`src/rtl/alu_pkg.sv`:
```
// rtl/alu_pkg.sv - shared ALU command codes, flag bit positions and entry sizing
package alu_pkg;

    localparam logic [2:0] ALU_ADD  = 3'd0;
    localparam logic [2:0] ALU_SUB  = 3'd1;
    localparam logic [2:0] ALU_XOR  = 3'd2;
    localparam logic [2:0] ALU_SLT  = 3'd3;
    localparam logic [2:0] ALU_AND  = 3'd4;
    localparam logic [2:0] ALU_NAND = 3'd5;
    localparam logic [2:0] ALU_NOR  = 3'd6;
    localparam logic [2:0] ALU_OR   = 3'd7;

    localparam int FLAG_OVF   = 3;
    localparam int FLAG_CARRY = 2;
    localparam int FLAG_ZERO  = 1;
    localparam int FLAG_NEG   = 0;

    // result + flags + command + tag
    function automatic int entry_w(input int tag_w);
        return 32 + 4 + 3 + tag_w;
    endfunction

    localparam int DEFAULT_TAG_W = 4;
    localparam int ENTRY_W       = entry_w(DEFAULT_TAG_W);

endpackage

```
`src/rtl/alu_result_stage_if.sv`:
```
// rtl/alu_result_stage_if.sv - producer and consumer handshake signals of the writeback stage
interface alu_result_stage_if #(
    parameter int TAG_W = 4
) ();
    logic             in_valid;
    logic             in_ready;
    logic [31:0]      in_result;
    logic             in_carryout;
    logic             in_zero;
    logic             in_overflow;
    logic [2:0]       in_command;
    logic [TAG_W-1:0] in_tag;

    logic             out_valid;
    logic             out_ready;
    logic [31:0]      out_result;
    logic [3:0]       out_flags;
    logic [2:0]       out_command;
    logic [TAG_W-1:0] out_tag;

    // the stage itself
    modport slave (
        input  in_valid, in_result, in_carryout, in_zero, in_overflow, in_command, in_tag,
        output in_ready,
        output out_valid, out_result, out_flags, out_command, out_tag,
        input  out_ready
    );

    // the environment around the stage (ALU side and consumer side)
    modport master (
        output in_valid, in_result, in_carryout, in_zero, in_overflow, in_command, in_tag,
        input  in_ready,
        input  out_valid, out_result, out_flags, out_command, out_tag,
        output out_ready
    );
endinterface

```
`src/rtl/alu_result_fifo.sv`:
```
// rtl/alu_result_fifo.sv - DEPTH-entry storage with registered count/full/empty and next-head lookahead
module alu_result_fifo
    import alu_pkg::*;
#(
    parameter int DEPTH = 2,
    parameter int EW    = ENTRY_W
) (
    input  logic          clk,
    input  logic          reset,
    input  logic          push,
    input  logic          pop,
    input  logic [EW-1:0] wdata,
    output logic          full,
    output logic          empty,
    output logic          head_load,
    output logic [EW-1:0] head_data
);
    localparam int AW = $clog2(DEPTH);
    localparam logic [AW:0] FULL_CNT = (AW+1)'(DEPTH);

    logic [EW-1:0] mem [DEPTH];
    logic [AW-1:0] wptr, rptr, rptr_nxt;
    logic [AW:0]   count, count_nxt;

    // next occupancy, next read pointer and the entry that will sit at the head after this edge
    always_comb begin
        count_nxt = count;
        case ({push, pop})
            2'b10:   count_nxt = count + 1'b1;
            2'b01:   count_nxt = count - 1'b1;
            default: count_nxt = count;
        endcase
        rptr_nxt  = pop ? rptr + 1'b1 : rptr;
        head_load = (count_nxt != '0);
        // a write landing on the new head slot is not in mem yet, so forward it
        head_data = (push && (wptr == rptr_nxt)) ? wdata : mem[rptr_nxt];
    end

    // entry storage; contents need no reset since occupancy says what is live
    always_ff @(posedge clk) begin
        if (push) begin
            mem[wptr] <= wdata;
        end
    end

    // pointers, occupancy and registered full/empty
    always_ff @(posedge clk or posedge reset) begin
        if (reset) begin
            wptr  <= '0;
            rptr  <= '0;
            count <= '0;
            full  <= 1'b0;
            empty <= 1'b1;
        end else begin
            if (push) begin
                wptr <= wptr + 1'b1;
            end
            rptr  <= rptr_nxt;
            count <= count_nxt;
            full  <= (count_nxt == FULL_CNT);
            empty <= (count_nxt == '0);
        end
    end
endmodule

```
`src/rtl/alu_result_stage.sv`:
```
// rtl/alu_result_stage.sv - registered ALU writeback stage with flag formation and sticky debug status
module alu_result_stage
    import alu_pkg::*;
#(
    parameter int DEPTH = 2,
    parameter int TAG_W = 4,
    parameter int CNT_W = 8
) (
    input  logic              clk,
    input  logic              reset,
    alu_result_stage_if.slave bus,
    input  logic              clear_sticky,
    output logic              sticky_ovf,
    output logic              sticky_carry,
    output logic [CNT_W-1:0]  ovf_count
);
    localparam int EW = entry_w(TAG_W);

    logic             push, pop, full, empty;
    logic             is_arith, ev_ovf, ev_carry;
    logic [3:0]       flags_in;
    logic [EW-1:0]    wdata, head_data;
    logic             head_load;

    logic [31:0]      out_result_q;
    logic [3:0]       out_flags_q;
    logic [2:0]       out_command_q;
    logic [TAG_W-1:0] out_tag_q;

    assign push = bus.in_valid && !full;
    assign pop  = !empty && bus.out_ready;

    assign bus.in_ready    = !full;
    assign bus.out_valid   = !empty;
    assign bus.out_result  = out_result_q;
    assign bus.out_flags   = out_flags_q;
    assign bus.out_command = out_command_q;
    assign bus.out_tag     = out_tag_q;

    // flags of the incoming op; carry/overflow only mean something for ADD/SUB, SLT is never negative
    always_comb begin
        is_arith             = (bus.in_command == ALU_ADD) || (bus.in_command == ALU_SUB);
        flags_in             = '0;
        flags_in[FLAG_OVF]   = bus.in_overflow & is_arith;
        flags_in[FLAG_CARRY] = bus.in_carryout & is_arith;
        flags_in[FLAG_ZERO]  = bus.in_zero;
        flags_in[FLAG_NEG]   = bus.in_result[31] & (bus.in_command != ALU_SLT);
        // gating with push keeps X on idle inputs out of the sticky state
        ev_ovf               = push & flags_in[FLAG_OVF];
        ev_carry             = push & flags_in[FLAG_CARRY];
        wdata                = {bus.in_result, flags_in, bus.in_command, bus.in_tag};
    end

    alu_result_fifo #(
        .DEPTH (DEPTH),
        .EW    (EW)
    ) u_fifo (
        .clk       (clk),
        .reset     (reset),
        .push      (push),
        .pop       (pop),
        .wdata     (wdata),
        .full      (full),
        .empty     (empty),
        .head_load (head_load),
        .head_data (head_data)
    );

    // output registers track the head; they hold their last value once the queue drains
    always_ff @(posedge clk or posedge reset) begin
        if (reset) begin
            out_result_q  <= '0;
            out_flags_q   <= '0;
            out_command_q <= '0;
            out_tag_q     <= '0;
        end else if (head_load) begin
            {out_result_q, out_flags_q, out_command_q, out_tag_q} <= head_data;
        end
    end

    // sticky bits and saturating overflow counter; a set event in the clear cycle wins
    always_ff @(posedge clk or posedge reset) begin
        if (reset) begin
            sticky_ovf   <= 1'b0;
            sticky_carry <= 1'b0;
            ovf_count    <= '0;
        end else if (clear_sticky) begin
            sticky_ovf   <= ev_ovf;
            sticky_carry <= ev_carry;
            ovf_count    <= {{(CNT_W-1){1'b0}}, ev_ovf};
        end else begin
            sticky_ovf   <= sticky_ovf | ev_ovf;
            sticky_carry <= sticky_carry | ev_carry;
            if (ev_ovf && (ovf_count != '1)) begin
                ovf_count <= ovf_count + 1'b1;
            end
        end
    end
endmodule
```
`src/flat_wrapper.sv`:
```
// flat-port wrapper written by rule: the top's interface ports become plain ports
module alu_result_stage_flat import alu_pkg::*;
#(
    parameter int DEPTH = 2,
    parameter int TAG_W = 4,
    parameter int CNT_W = 8
)
  (clk, reset, clear_sticky, sticky_ovf, sticky_carry, ovf_count, bus_in_valid, bus_in_result, bus_in_carryout, bus_in_zero, bus_in_overflow, bus_in_command, bus_in_tag, bus_in_ready, bus_out_valid, bus_out_result, bus_out_flags, bus_out_command, bus_out_tag, bus_out_ready);
  alu_result_stage_if #(.TAG_W(TAG_W)) bus_i ();
  input  logic clk;
  input  logic reset;
  input  logic clear_sticky;
  output logic sticky_ovf;
  output logic sticky_carry;
  output logic [CNT_W-1:0] ovf_count;
  input wire logic [$bits(bus_i.in_valid)-1:0] bus_in_valid;
  input wire logic [$bits(bus_i.in_result)-1:0] bus_in_result;
  input wire logic [$bits(bus_i.in_carryout)-1:0] bus_in_carryout;
  input wire logic [$bits(bus_i.in_zero)-1:0] bus_in_zero;
  input wire logic [$bits(bus_i.in_overflow)-1:0] bus_in_overflow;
  input wire logic [$bits(bus_i.in_command)-1:0] bus_in_command;
  input wire logic [$bits(bus_i.in_tag)-1:0] bus_in_tag;
  output wire logic [$bits(bus_i.in_ready)-1:0] bus_in_ready;
  output wire logic [$bits(bus_i.out_valid)-1:0] bus_out_valid;
  output wire logic [$bits(bus_i.out_result)-1:0] bus_out_result;
  output wire logic [$bits(bus_i.out_flags)-1:0] bus_out_flags;
  output wire logic [$bits(bus_i.out_command)-1:0] bus_out_command;
  output wire logic [$bits(bus_i.out_tag)-1:0] bus_out_tag;
  input wire logic [$bits(bus_i.out_ready)-1:0] bus_out_ready;
  assign bus_i.in_valid = bus_in_valid;
  assign bus_i.in_result = bus_in_result;
  assign bus_i.in_carryout = bus_in_carryout;
  assign bus_i.in_zero = bus_in_zero;
  assign bus_i.in_overflow = bus_in_overflow;
  assign bus_i.in_command = bus_in_command;
  assign bus_i.in_tag = bus_in_tag;
  assign bus_in_ready = bus_i.in_ready;
  assign bus_out_valid = bus_i.out_valid;
  assign bus_out_result = bus_i.out_result;
  assign bus_out_flags = bus_i.out_flags;
  assign bus_out_command = bus_i.out_command;
  assign bus_out_tag = bus_i.out_tag;
  assign bus_i.out_ready = bus_out_ready;
  alu_result_stage #(.DEPTH(DEPTH), .TAG_W(TAG_W), .CNT_W(CNT_W)) u_core (.clk(clk), .reset(reset), .bus(bus_i), .clear_sticky(clear_sticky), .sticky_ovf(sticky_ovf), .sticky_carry(sticky_carry), .ovf_count(ovf_count));
endmodule
```
`config.mk`:
```
export PLATFORM = sky130hd
export DESIGN_NAME = alu_result_stage_flat
export DESIGN_NICKNAME = d
export VERILOG_FILES = /design/src/rtl/alu_pkg.sv /design/src/rtl/alu_result_stage_if.sv /design/src/rtl/alu_result_fifo.sv /design/src/rtl/alu_result_stage.sv /design/src/flat_wrapper.sv
export SDC_FILE = /design/constraint.sdc
export NUM_CORES = 1
export LEC_CHECK = 0
export ABC_CLOCK_PERIOD_IN_PS = 4400
export BUFFER_PORTS_ARGS = -buffer_cell sky130_fd_sc_hd__buf_2
export CAP_MARGIN = 20
export CORE_MARGIN = 5
export CORE_UTILIZATION = 58
export CTS_BUF_LIST = sky130_fd_sc_hd__clkbuf_4 sky130_fd_sc_hd__clkbuf_8
export CTS_CLUSTER_SIZE = 25
export DETAILED_ROUTE_END_ITERATION = 8
export PLACE_DENSITY = 0.88
export SLEW_MARGIN = 40
export SYNTH_ARGS = -nofsm -noshare
export SYNTH_HDL_FRONTEND = slang
export SYNTH_SLANG_ARGS = --single-unit
```
`constraint.sdc`:
```
create_clock -name clk -period 4.4 [get_ports clk]
set_clock_uncertainty 0.15 [all_clocks]
set_input_delay 1.1 -clock clk [delete_from_list [all_inputs] [get_ports clk]]
set_output_delay 1.1 -clock clk [all_outputs]
set_load 0.01 [all_outputs]
```
==> out/metrics.json, run 1 <==
{
  "run_status": "complete, no violations",
  "synth.cell_area_um2": 6330,
  "critPathSlowestCell": "sky130_fd_sc_hd__nor2b_1",
  "vdd_drop_max_uv": 360,
  "grt_pass1_wl_um": 23900,
  "firstDrtPassIters": 5,
  "synth.top_cells.by_area": "sky130_fd_sc_hd__edfxtp_1 (41%), sky130_fd_sc_hd__dfrtp_1 (23%), sky130_fd_sc_hd__mux2i_1 (6.6%), sky130_fd_sc_hd__a32oi_1 (5.8%), sky130_fd_sc_hd__a211oi_1 (5.3%)",
  "post_route_cells_drive_above_1_share_pct": 28.2,
  "start_util_pct": 58.9,
  "post_cts_setup_buffer_count": 0,
  "worstSetupStartpointType": "input port",
  "tritoncts.num_buffers": 17,
  "drt_drc_violations_left": 0,
  "synth_adder_area_share_pct": 0.395,
  "seq_power_share_pct": 38.7,
  "syn2layout_area_growth_pct": 16.4,
  "cts_root_buffer": "sky130_fd_sc_hd__clkbuf_8",
  "yosys_warnings": 0,
  "post_synth_and_or_nand_nor_area_fraction_pct": 3.20,
  "worstPathMaxFanout": 43,
  "design.core.area_um2": 10700,
  "final-hold-violation-count": 0,
  "postRouteWirelength_um": 15100,
  "placementRows": 38,
  "netlist-cell-type-count": 42,
  "timing.critical_path.cells": "buf_2 -> nor2b_1 -> ha_1 -> xor2_4 -> buf_4 -> a211oi_1 -> a32oi_1 -> o31ai_1",
  "synth_top_family_by_area": "compound AO/OA/AOI/OAI gates",
  "synth-seq-area-share_pct": 64.2,
  "fp.dieArea_um2": 13100,
  "fraction_of_the_mapped_netlist_area_in_compound_gates_pct": 18.2,
  "number_of_sinks_driven_by_the_clock_tree": 145,
  "global_route.usage.total_pct": 23.7,
  "drt_iter0_markers": 500,
  "routed-via-count": 4565,
  "grt.overflow.total": 0,
  "cts_tree": "done",
  "internal-power_mw": 3.23,
  "total_power_mw": 5.51,
  "nNetsFinal": 614,
  "post_synth.cell_area_avg_um2": 13.3,
  "setup_tns_ns": 0,
  "place.gp.congestion": 0.877,
  "worstPathRequired_ns": 4.54,
  "hpwlAfterDp_um": 9470,
  "ant_nets": 0,
  "post_synth_xor_area_fraction_pct": 1.36,
  "diodes": 0,
  "clock_tree.htree_level_count": 4,
  "die_height_um": 114,
  "worstMarginPinSlew_ns": 0.650,
  "power_density_nw_per_um2": 748,
  "power.combinational.fraction_pct": 44.3,
  "clock_buffer_depth": 2,
  "timing.final.setup_violations": 0,
  "multi_input_comb_area_um2": 1960,
  "routed_wire_length_per_instance_um": 21.1,
  "worst_skew_pair_latency_ns": 0.43,
  "hold_path.class": "reg -> reg",
  "final-seq-area_um2": 4060,
  "synth.top_cell.area_share_pct": 40.8,
  "swShare_pct": 41.4,
  "netlist.top_cell.by_area": "sky130_fd_sc_hd__edfxtp_1",
  "critPathArrivalTime_ns": 3.31,
  "maxSlewViolCount": 0,
  "worst_path_largest_cell_delay_ns": 0.49,
  "count_of_max_cap_constraint_violations": 0,
  "holdBufCountCts": 0,
  "kind_of_critical_path": "in -> reg",
  "avgViaCountPerCell": 6.36,
  "slew-limit-headroom_pct": 56.6,
  "total_switching_power_mw": 2.28,
  "end_kind": "flip-flop",
  "fmax_mhz": 316,
  "finalCritPeriodShare_pct": 71.9,
  "boundaryPins": 102,
  "postSynthRegisterBits": 145,
  "grt_setup_unrepaired": "no",
  "p_clk_share_pct": 17.1,
  "pin_count_of_the_biggest_net_entering_global_routing": 49,
  "antenna_found_initial": 0,
  "place.port_buffers": 101,
  "power.leakage_nw": 3.03,
  "synthMuxAreaShare_pct": 6.64,
  "first_global_vias": 4596,
  "postCtsResizedCells": 0,
  "finalCriticalPeriod_ns": 3.17,
  "post_synth_inst_count": 475,
  "count_of_fill_cells_added_during_filler_insertion": 729,
  "die_w_um": 114,
  "clk_transition_reported_paths_ns": 0.08,
  "net_count_after_synthesis": 524
}
==> layout by cell type, fill, tap and decap left out, types with 2 or more instances in the layout <==
cell                           n
sky130_fd_sc_hd__a211oi_1     45
sky130_fd_sc_hd__a21oi_1       7
sky130_fd_sc_hd__a221oi_1      2
sky130_fd_sc_hd__a31oi_1       2
sky130_fd_sc_hd__a32oi_1      42
sky130_fd_sc_hd__and2_1        2
sky130_fd_sc_hd__and4_1        2
sky130_fd_sc_hd__buf_2       101
sky130_fd_sc_hd__buf_4        13
sky130_fd_sc_hd__clkbuf_8     17
sky130_fd_sc_hd__clkinv_2      8
sky130_fd_sc_hd__clkinvlp_4    5
sky130_fd_sc_hd__dfrtp_1      58
sky130_fd_sc_hd__edfxtp_1     86
sky130_fd_sc_hd__ha_1          2
sky130_fd_sc_hd__inv_1        50
sky130_fd_sc_hd__mux2i_1      42
sky130_fd_sc_hd__nand2_1       4
sky130_fd_sc_hd__nand3_1       4
sky130_fd_sc_hd__nand4_1       2
sky130_fd_sc_hd__nor2_1        3
sky130_fd_sc_hd__nor2b_1       2
sky130_fd_sc_hd__nor2b_4       2
sky130_fd_sc_hd__nor3_1        2
sky130_fd_sc_hd__o31ai_1      42
sky130_fd_sc_hd__or3b_2        2
sky130_fd_sc_hd__xnor2_1       4
sky130_fd_sc_hd__xor2_1        2
==> registers in the layout, summed over array words and instances (netlist names) <==
name                    flops
u_core.u_fifo.mem          86
u_core.u_fifo.empty         1
u_core.u_fifo.count         2
u_core.bus.out_flags        4
u_core.bus.out_command      3
u_core.ovf_count            8
u_core.sticky_ovf           1
u_core.u_fifo.full          1
u_core.bus.out_result      32
u_core.u_fifo.rptr          1
u_core.bus.out_tag          4
u_core.u_fifo.wptr          1
u_core.sticky_carry         1
==> power groups by stage <==
stage / Clock (mW) / Combinational [mW] / Sequential (mW)
detailed placement: 0 / 2.40 / 2.15
global route: 1.02 / 2.62 / 2.16
finish: 0.940 / 2.44 / 2.13
CTS: 0.949 / 2.41 / 2.13
floorplan: 0 / 1.57 / 2.18
global placement: 0 / 2.29 / 2.12
==> path summary, 6_finish.rpt <==
path | from | to | slack [ns] | depth (start not counted)
max | bus_out_ready | u_core.bus.out_tag[2]$_DFFE_PP0P_ | 1.23 | 8
min | u_core.bus.out_result[27]$_DFFE_PP0P_ | u_core.bus.out_result[27]$_DFFE_PP0P_ | 0.36 | 2
max reg2reg | u_core.u_fifo.full$_DFF_PP0_ | u_core.bus.out_tag[2]$_DFFE_PP0P_ | 1.60 | 8
min reg2reg | u_core.bus.out_result[27]$_DFFE_PP0P_ | u_core.bus.out_result[27]$_DFFE_PP0P_ | 0.36 | 2
max in group asynchronous | reset | u_core.bus.out_flags[3]$_DFFE_PP0P_ | 2.73 | 3
min in group asynchronous | reset | u_core.bus.out_result[8]$_DFFE_PP0P_ | 0.58 | 2
==> Yosys cell counts, drive strengths merged <==
master,n
a31oi,2
nand2,4
xor2,3
nor2,4
a31o,1
dfrtp,58
buf,15
xnor2,6
nor3b,1
edfxtp,86
a21bo,1
a32o,1
nor3,2
a32oi,42
dfstp,1
and4b,1
clkinv,1
a221oi,2
nand3b,1
and3,1
mux2i,42
ha,2
o22ai,1
nand4,2
a2111oi,1
nor4b,1
or3b,2
and2,4
o31ai,42
inv,51
o32ai,1
clkbuf,29
a21oi,7
o21ai,1
and4,2
nand3,4
nor2b,4
a21o,1
a211oi,45
==> cells by family (layout without fill, tap and decap cells) <==
kind of cell | count (synthesis) | after routing
AO/OA/AOI/OAI | 148 | 148
XOR/XNOR | 9 | 9
adder cells (fa/ha/maj) | 2 | 2
buffers and inverters | 96 | 199
flip-flops | 145 | 145
multiplexers | 42 | 42
AND/OR/NAND/NOR | 33 | 33
==> per-layer routing <==
metal / routed length, um / track usage [%]
met1: 6120 / 31.6
met2: 7410 / 37.4
met3: 1180 / 5.13
met4: 424 / 11.1
met5: 0 / 0
==> worst max-delay path: cells and delay by family <==
| kind | cells | cell delay (ns) |
|---|---|---|
| buffers and inverters | 2 | 0.55 |
| AOI/OAI and AO/OA | 3 | 0.55 |
| and+or+nand+nor | 1 | 0.49 |
| adders and majority gates | 1 | 0.42 |
| xor gates and xnor gates | 1 | 0.18 |
==> area by class of cell <==
cell class | count | area share, %
inverters | 52 | 2.67
clock inverters | 15 | 1.63
repair buffers | 115 | 8.46
clock buffers | 17 | 3.18
well taps | 140 | 2.38
flip-flops and latches | 145 | 55.1
multi-input cells | 234 | 26.6
==> stage by stage <==
stage,hold WS [ns],setup slack [ns],utilization (%),area (um^2),std cells
2_1_floorplan,0.331,0.464,-,6330,475
3_3_place_gp,0.316,0.956,65.2,7010,686
3_5_place_dp,0.342,0.818,65.2,7010,686
4_1_cts,0.360,1.27,68.5,7360,718
5_1_grt,0.376,1.13,68.5,7370,718
6_report,0.358,1.23,68.5,7370,718
Note: power is estimated with default switching activity, not from simulation.
==> run 2, diff against run 1 <==
ABC_CLOCK_PERIOD_IN_PS = 3100   (was 4400)
clock period = 3.1 ns   (was 4.4 ns; I/O delays follow)
==> run 2 against run 1 <==
Net effect: via count grew 1.0%; non-clock buffer count grew 9; highest routed layer unchanged; routed wire length shrank 0.88%; setup slack lost 0.56 ns; combinational power grew 50%; first-iteration DRC count grew 18%; flip-flop and latch count is the same; worst hold slack lost 0.12 ns; cell count grew 1.3%; sequential share of layout area shrank 1.7 points.
==> out/metrics.json, run 2 (synthesis gave the netlist of run 1 again) <==
{
  "number_of_sinks_driven_by_the_clock_tree": 145,
  "tritoncts.num_buffers": 17,
  "boundaryPins": 102,
  "post_route_cells_drive_above_1_share_pct": 29.3,
  "kind_of_critical_path": "reg -> reg",
  "power_density_nw_per_um2": 1100,
  "finalCriticalPeriod_ns": 2.42,
  "postRouteWirelength_um": 15000,
  "ant_nets": 0,
  "timing.critical_path.max_delay_family": "flip-flops",
  "power.leakage_nw": 3.15,
  "fmax_mhz": 413,
  "cts_tree": "done",
  "grt_pass1_wl_um": 24100,
  "internal-power_mw": 5.11,
  "slew-limit-headroom_pct": 54.1,
  "vdd_drop_max_uv": 540,
  "diodes": 0,
  "count_of_max_cap_constraint_violations": 0,
  "swShare_pct": 38.7,
  "finalCritPeriodShare_pct": 78.2,
  "routed_wire_length_per_instance_um": 20.6,
  "run_status": "complete, no violations",
  "most_common_cell_after_layout_fill_and_taps_aside": "sky130_fd_sc_hd__buf_2",
  "nNetsFinal": 623,
  "design.core.area_um2": 10700,
  "drt_drc_violations_left": 0,
  "worst_skew_pair_latency_ns": 0.43,
  "place.port_buffers": 101,
  "global_route.usage.total_pct": 23.9,
  "worstPathMaxFanout": 19,
  "syn2layout_area_growth_pct": 20.1,
  "hold_path.class": "in -> async",
  "routed-via-count": 4612,
  "critical_path.n_buffers_inverters": 2,
  "post_cts_setup_buffer_count": 0,
  "grt_setup_unrepaired": "no",
  "final-hold-violation-count": 0,
  "timing.final.setup_violations": 0,
  "firstDrtPassIters": 5,
  "seq_power_share_pct": 36.1,
  "power.combinational.fraction_pct": 44.0,
  "worstSetupStartpointType": "flip-flop",
  "end_kind": "flip-flop",
  "final_design_area_no_fill_um2": 7600,
  "postLayoutCoreUtil_pct": 70.7,
  "timing.critical_path.cells": "nor2b_1 -> buf_4 -> ha_1 -> nor3b_4 -> buf_4 -> a211oi_1 -> a32oi_1 -> o31ai_1",
  "critical_path.most_common_cell": "sky130_fd_sc_hd__buf_4",
  "timing.reg2reg.worst_path_depth": 8,
  "fp.dieArea_um2": 13100,
  "placementRows": 38,
  "pin_count_of_the_biggest_net_entering_global_routing": 49,
  "cts_root_buffer": "sky130_fd_sc_hd__clkbuf_8",
  "clock_tree.htree_level_count": 4,
  "layout_common_cells": "sky130_fd_sc_hd__buf_2 (101), sky130_fd_sc_hd__edfxtp_1 (86), sky130_fd_sc_hd__dfrtp_1 (58), sky130_fd_sc_hd__inv_1 (50), sky130_fd_sc_hd__a211oi_1 (45)",
  "drt_iter0_markers": 591,
  "worstPathRequired_ns": 3.26,
  "start_util_pct": 58.9,
  "place.gp.congestion": 0.827,
  "detailed_place.area_um2": 7150,
  "setup.reg_to_reg.worst_slack_ns": 0.68,
  "postCtsResizedCells": 0,
  "antenna_found_initial": 0,
  "critPathSlowestCell": "sky130_fd_sc_hd__dfstp_2",
  "maxSlewViolCount": 0,
  "r2r-end": "u_core.bus.out_flags[3]$_DFFE_PP0P_",
  "worst_path_largest_cell_delay_ns": 0.54,
  "hpwlAfterDp_um": 9640,
  "worstMarginPinSlew_ns": 0.688,
  "critPathArrivalTime_ns": 2.58,
  "holdBufCountCts": 0,
  "grt.overflow.total": 0,
  "p_clk_share_pct": 19.9,
  "avgViaCountPerCell": 6.34,
  "max_flop_register": "u_core.u_fifo.mem",
  "clk_transition_reported_paths_ns": 0.08,
  "die_height_um": 114,
  "first_global_vias": 4662,
  "setup_tns_ns": 0,
  "die_w_um": 114,
  "total_switching_power_mw": 3.22,
  "largest_register_ff_count": 86,
  "crit-reg2reg-launch": "u_core.u_fifo.empty$_DFF_PP1_",
  "clock_buffer_depth": 2
}
-- run 2: changes by cell type in the layout (fill, tap and decap cells not counted), sizes merged --
cell      previous run  this run
buf                115       124
bufinv               1         5
clkbuf              17        20
clkinv              10         7
clkinvlp             5         2
inv                 51        50
-- run 2: worst max-delay path by stage --
stage               slack, ns                     startpoint                                     to  cells past startpoint
global placement         0.37                  bus_out_ready  u_core.bus.out_result[25]$_DFFE_PP0P_                      9
CTS                      0.68  u_core.u_fifo.empty$_DFF_PP1_   u_core.bus.out_result[0]$_DFFE_PP0P_                      8
detailed placement       0.27                  bus_out_ready      u_core.bus.out_tag[0]$_DFFE_PP0P_                      9
finish                   0.68  u_core.u_fifo.empty$_DFF_PP1_    u_core.bus.out_flags[3]$_DFFE_PP0P_                      8
global route             0.52  u_core.u_fifo.empty$_DFF_PP1_   u_core.bus.out_result[0]$_DFFE_PP0P_                      8
floorplan                0.18                   bus_in_valid  u_core.bus.out_result[21]$_DFFE_PP0P_                     11
-- run 2: worst reg2reg max path, stage by stage, from the launching register on --
cell	delay (ns)
sky130_fd_sc_hd__dfstp_2	0.54
sky130_fd_sc_hd__nor2b_1	0.05
sky130_fd_sc_hd__buf_4	0.16
sky130_fd_sc_hd__ha_1	0.39
sky130_fd_sc_hd__nor3b_4	0.27
sky130_fd_sc_hd__buf_4	0.30
sky130_fd_sc_hd__a211oi_1	0.09
sky130_fd_sc_hd__a32oi_1	0.23
sky130_fd_sc_hd__o31ai_1	0.11
-- run 2: metal layers --
metal / vias up / global-route usage (%) / share of wire (%) / wire [um]
met5: - / 0 / 0 / 0
met4: 0 / 10.1 / 1.9 / 282
met3: 23 / 5.55 / 8.2 / 1230
met2: 240 / 38.8 / 50 / 7460
met1: 2303 / 31.1 / 40 / 6020
li1: 2046 / - / - / -
-- run 2: cell type report --
| cell class | instances | area (um^2) |
|---|---|---|
| Fill cell | 727 | 3150 |
| Tap cell | 140 | 175 |
| Inverter | 52 | 196 |
| Timing Repair Buffer | 124 | 766 |
| Clock inverter | 12 | 190 |
| Clock buffer | 20 | 256 |
| Multi-Input combinational cell | 234 | 1960 |
| Sequential cell | 145 | 4060 |
-- run 2: power by group through the flow --
stage          logic (mW)  registers, mW  clock network (mW)
3_5_place_dp         3.65           3.03                   0
2_1_floorplan        2.24           3.09                   0
5_1_grt              3.95           3.05                1.77
6_report             3.67           3.00                1.66
3_3_place_gp         3.48           3.00                   0
4_1_cts              3.66           3.00                1.69
-- run 2: through the flow --
| stage | power [mW] | hold WS [ns] | cells | worst slack [ns] |
|---|---|---|---|---|
| after floorplan | 5.32 | 0.331 | 475 | 0.177 |
| final | 8.33 | 0.236 | 727 | 0.676 |
| after global routing | 8.77 | 0.262 | 727 | 0.524 |
| after detailed placement | 6.67 | 0.324 | 695 | 0.266 |
| after CTS | 8.34 | 0.313 | 727 | 0.679 |
| after global placement | 6.49 | 0.317 | 695 | 0.366 |
